File: config.mk
export PLATFORM = sky130hd
export DESIGN_NAME = xnor_serial_cmp_ctrl
export DESIGN_NICKNAME = d
export VERILOG_FILES = /design/src/rtl/xnor_serial_cmp_ctrl.sv
export SDC_FILE = /design/constraint.sdc
export NUM_CORES = 1
export LEC_CHECK = 0
export ABC_CLOCK_PERIOD_IN_PS = 1800
export BUFFER_PORTS_ARGS = -buffer_cell sky130_fd_sc_hd__buf_4
export CORE_AREA = 2 2 56 58
export CTS_CLUSTER_SIZE = 14
export DETAILED_ROUTE_END_ITERATION = 6
export DIE_AREA = 0 0 58 60
export PLACE_DENSITY = 0.71
export SETUP_SLACK_MARGIN = 0.02
export SYNTH_ARGS = -nofsm -noshare
export SYNTH_HDL_FRONTEND = slang
export SYNTH_SLANG_ARGS = --single-unit
File: constraint.sdc
create_clock -name clk -period 1.8 [get_ports clk]
set_input_delay 0.27 -clock clk [delete_from_list [all_inputs] [get_ports clk]]
set_output_delay 0.27 -clock clk [all_outputs]
set_load 0.05 [all_outputs]
File: src/rtl/xnor_serial_cmp_ctrl.sv
// xnor_serial_cmp_ctrl: bit-serial equality comparator that reuses one XNOR cell
// across all bit positions and reports the match count with a start/busy/done handshake.
module xnor_serial_cmp_ctrl #(
    parameter int WIDTH = 8,
    localparam int CNT_W = $clog2(WIDTH + 1)
) (
    input  logic             clk,
    input  logic             rst_n,
    input  logic             start,
    input  logic [WIDTH-1:0] a_in,
    input  logic [WIDTH-1:0] b_in,
    output logic             busy,
    output logic             done,
    output logic             equal,
    output logic [CNT_W-1:0] match_cnt
);
    localparam logic [1:0] IDLE = 2'd0, RUN = 2'd1, DONE = 2'd2;
    logic [1:0]       state_q, state_d;
    logic [WIDTH-1:0] sa_q, sa_d, sb_q, sb_d;
    logic [CNT_W-1:0] idx_q, idx_d, acc_q, acc_d, cnt_q, cnt_d, sum;
    logic             eq_q, eq_d, accept, run, last;
    always_comb begin
        accept  = (state_q == IDLE) && start;
        run     = (state_q == RUN);
        last    = run && (idx_q == CNT_W'(WIDTH - 1));
        sum     = acc_q + CNT_W'(~(sa_q[0] ^ sb_q[0]));
        state_d = accept ? RUN : run ? (last ? DONE : RUN) : IDLE;
        sa_d    = accept ? a_in : run ? sa_q >> 1 : sa_q;
        sb_d    = accept ? b_in : run ? sb_q >> 1 : sb_q;
        idx_d   = accept ? '0 : run ? idx_q + CNT_W'(1) : idx_q;
        acc_d   = accept ? '0 : run ? sum : acc_q;
        // Result registers load on the final RUN bit so they are valid in the DONE cycle.
        cnt_d   = last ? sum : cnt_q;
        eq_d    = last ? (sum == CNT_W'(WIDTH)) : eq_q;
    end
    always_ff @(posedge clk) begin
        if (!rst_n) begin
            state_q <= IDLE;
            sa_q    <= '0;
            sb_q    <= '0;
            idx_q   <= '0;
            acc_q   <= '0;
            cnt_q   <= '0;
            eq_q    <= 1'b0;
        end else begin
            state_q <= state_d;
            sa_q    <= sa_d;
            sb_q    <= sb_d;
            idx_q   <= idx_d;
            acc_q   <= acc_d;
            cnt_q   <= cnt_d;
            eq_q    <= eq_d;
        end
    end
    assign busy      = (state_q != IDLE);
    assign done      = (state_q == DONE);
    assign equal     = eq_q;
    assign match_cnt = cnt_q;
endmodule

==> results.cfg <==
[detailed_routing]
postRouteAntennaNets = 0
drt_pass1_iterations = 4
drtIter0Drc = 51
drt-total-wl_mm = 2.78
wl_per_cell_microns = 13.1
viasPerCell = 5.56
drc_errors = 0
routed-via-count = 1178

[synthesis]
synth_fa_ha_area_share_pct = 2.71
synth-seq-cells = 31
synth_top_area_cell = dfxtp_1
synth_top_family_by_area = compound AO/OA/AOI/OAI gates
yosysWarnings = 0
netlist_instances = 151
synth_area_leaders = dfxtp_1 45%, a21oi_1 8.7%, a22oi_1 7.6%, nand2_1 5.7%, buf_6 4.1%
synth-simple-area-share_pct = 19.2
syn_area_sq_mm = 0.00139
syn_nets = 173
syn_area_per_cell_sq_um = 9.18
synth_top_area_share_pct = 44.8
synth_cell_types = 34
synth_compound_area_share_pct = 22.7
synthXorXnorAreaFrac_pct = 3.79
ys_seq_area_share_pct = 44.8
synthMuxAreaShare_pct = 0

[floorplan]
pin_count = 26
fp.dieW_microns = 58
initial_utilization_pct = 47.8
core_sq_mm = 0.00290
fp.dieH_microns = 60
rows = 20
dieArea_sq_mm = 0.00348

[placed_design]
finalWeightedCongestion = 0.774
port_buffers = 25
preCtsSetupSlack_ps = 288
dp_hpwl_mm = 2.02
placed_area_sq_mm = 0.00157

[global_route]
grt_pass1_vias = 1142
grt_pass1_wl_mm = 4.95
grt_use_total_pct = 19.0
antenna_found_initial = 0
globalRoute.totalOverflow = 0
grt_max_degree = 21

[cts]
clkLatencyLatePin_ps = 330
cts-resized-gates = 0
cts_tree = done
htreeDepth = 2
path_clk_slew_ps = 100
cts_made_buffers = 5
cts.root.buffer_cell = clkbuf_4
cts-hold-fix-buffers = 0
post-cts-setup-buffers = 0
cts.sinks = 31
clockBufferDepth = 2

[timing]
worst_pin_slew_ps = 416
finalHoldViolCount = 0
drv_slew = 0
fin_ws_ps = 225
relSlewSlack_pct = 72.2
setup_viol = 0
fmax_mhz = 635
final.period_utilization_pct = 87.5
rsz0062_at_grt = no
holdWs_ps = 184
fin_skew_ps = 7.12
fin_setup_tns_ps = 0
period_needed_ps = 1570

[critical_path]
crit_family = flip-flops
critPathSlowestCell = dfxtp_1
slowest_delay_ps = 440
worstPathArrival_ps = 1300
cp.required_ps = 1530
end_kind = primary output
worstPathMaxFanout = 10
path_cells = or2_2 -> buf_4
start_kind = flip-flop
criticalPathCategory = reg -> out
crit_buf_inv = 1

[finish]
final_cell_mix = 31 x dfxtp_1, 30 x buf_4, 24 x a21oi_1, 21 x nand2_1, 14 x a22oi_1
final_cell_area_sq_mm = 0.00166
area_growth_pct = 19.4
final_core_util_pct = 57.0
layout_commonest_cell = dfxtp_1
diodes = 0
drive_above_1_share_pct = 25.7
nets = 200

[run_status]
status = completed

[pwr]
power_density_mw_per_mm2 = 920
power.leakage_uw = 0.000651
vdd_drop_max_mv = 0.737

[run]
max-cap-violations = 0

[worst_hold_path]
hold_class = in -> reg
## worst register-to-register path, cell delays in order, from the launching register on
cell and delay [ps]:
dfxtp_1 340, xnor2_1 130, ha_1 190, or3_4 340, xor2_1 180, o41ai_2 270
## cell usage after synthesis
library cell  instances
nor3_1                2
dfxtp_1              31
nor2b_1               2
nand2b_1              1
nand2_1              21
ha_1                  3
a21oi_1              24
nand3_1               4
nand2_2               1
o21bai_2              1
o211ai_1              1
or3b_1                1
or3_4                 1
or3_1                 2
a21o_1                1
nor3b_4               1
o41ai_2               1
nor2_1                6
and2b_1               1
and3b_1               1
a21oi_2               1
clkbuf_1              2
nand2b_4              1
buf_6                 5
buf_4                 2
xnor2_1               3
a211oi_1              3
buf_2                 1
o21ai_0               3
a22oi_1              14
xor2_1                3
or2_2                 1
inv_1                 3
nand3b_1              3
## power breakdown
part	total (uW)	switching (uW)	internal, uW
clock network	575	246	328
logic	204	106	98.3
registers	744	25.8	719
## flip-flops by register name (all words and copies together) (netlist names)
| signal | flops |
|---|---|
| sa_q | 8 |
| idx_q | 4 |
| sb_q | 8 |
| match_cnt | 4 |
| acc_q | 4 |
| equal | 1 |
| state_q | 2 |
## kinds of logic after synthesis
family	after synthesis
AO/OA/AOI/OAI	49
XOR/XNOR	6
adder cells (fa/ha/maj)	3
buffers and inverters	13
flip-flops	31
AND/OR/NAND/NOR	49
## layout make-up
type	instances	area [sq um]
fill	276	1250
inverter	3	11.3
clock buffer	6	51.3
tap	33	41.3
multi-input combinational	107	671
timing repair buffer	30	225
clock inverter	2	35.0
sequential	31	621
## layer usage
layer	track usage (%)	vias to the layer above	part of all wire [%]
li1	-	587	-
met1	22.2	558	45
met2	31.8	30	48
met3	6.93	3	5.9
met4	6.98	0	0.76
met5	0	-	0
## per-stage QoR
| stage | total power [uW] | instances |
|---|---|---|
| after floorplan | 904 | 151 |
| after global placement | 957 | 204 |
| after detailed placement | 965 | 204 |
| after CTS | 1530 | 212 |
| after global routing | 1600 | 212 |
| final | 1520 | 212 |
## worst paths after layout
| check | cells past startpoint | startpoint | slack [ps] | end |
|---|---|---|---|---|
| max | 2 | state_q[0] | 230 | busy |
| min | 3 | a_in[7] | 180 | sa_q[7] |
| max reg2reg | 5 | sa_q[0] | 260 | equal |
| min reg2reg | 2 | sb_q[3] | 470 | sb_q[3] |
(Power assumes the default switching activity.)
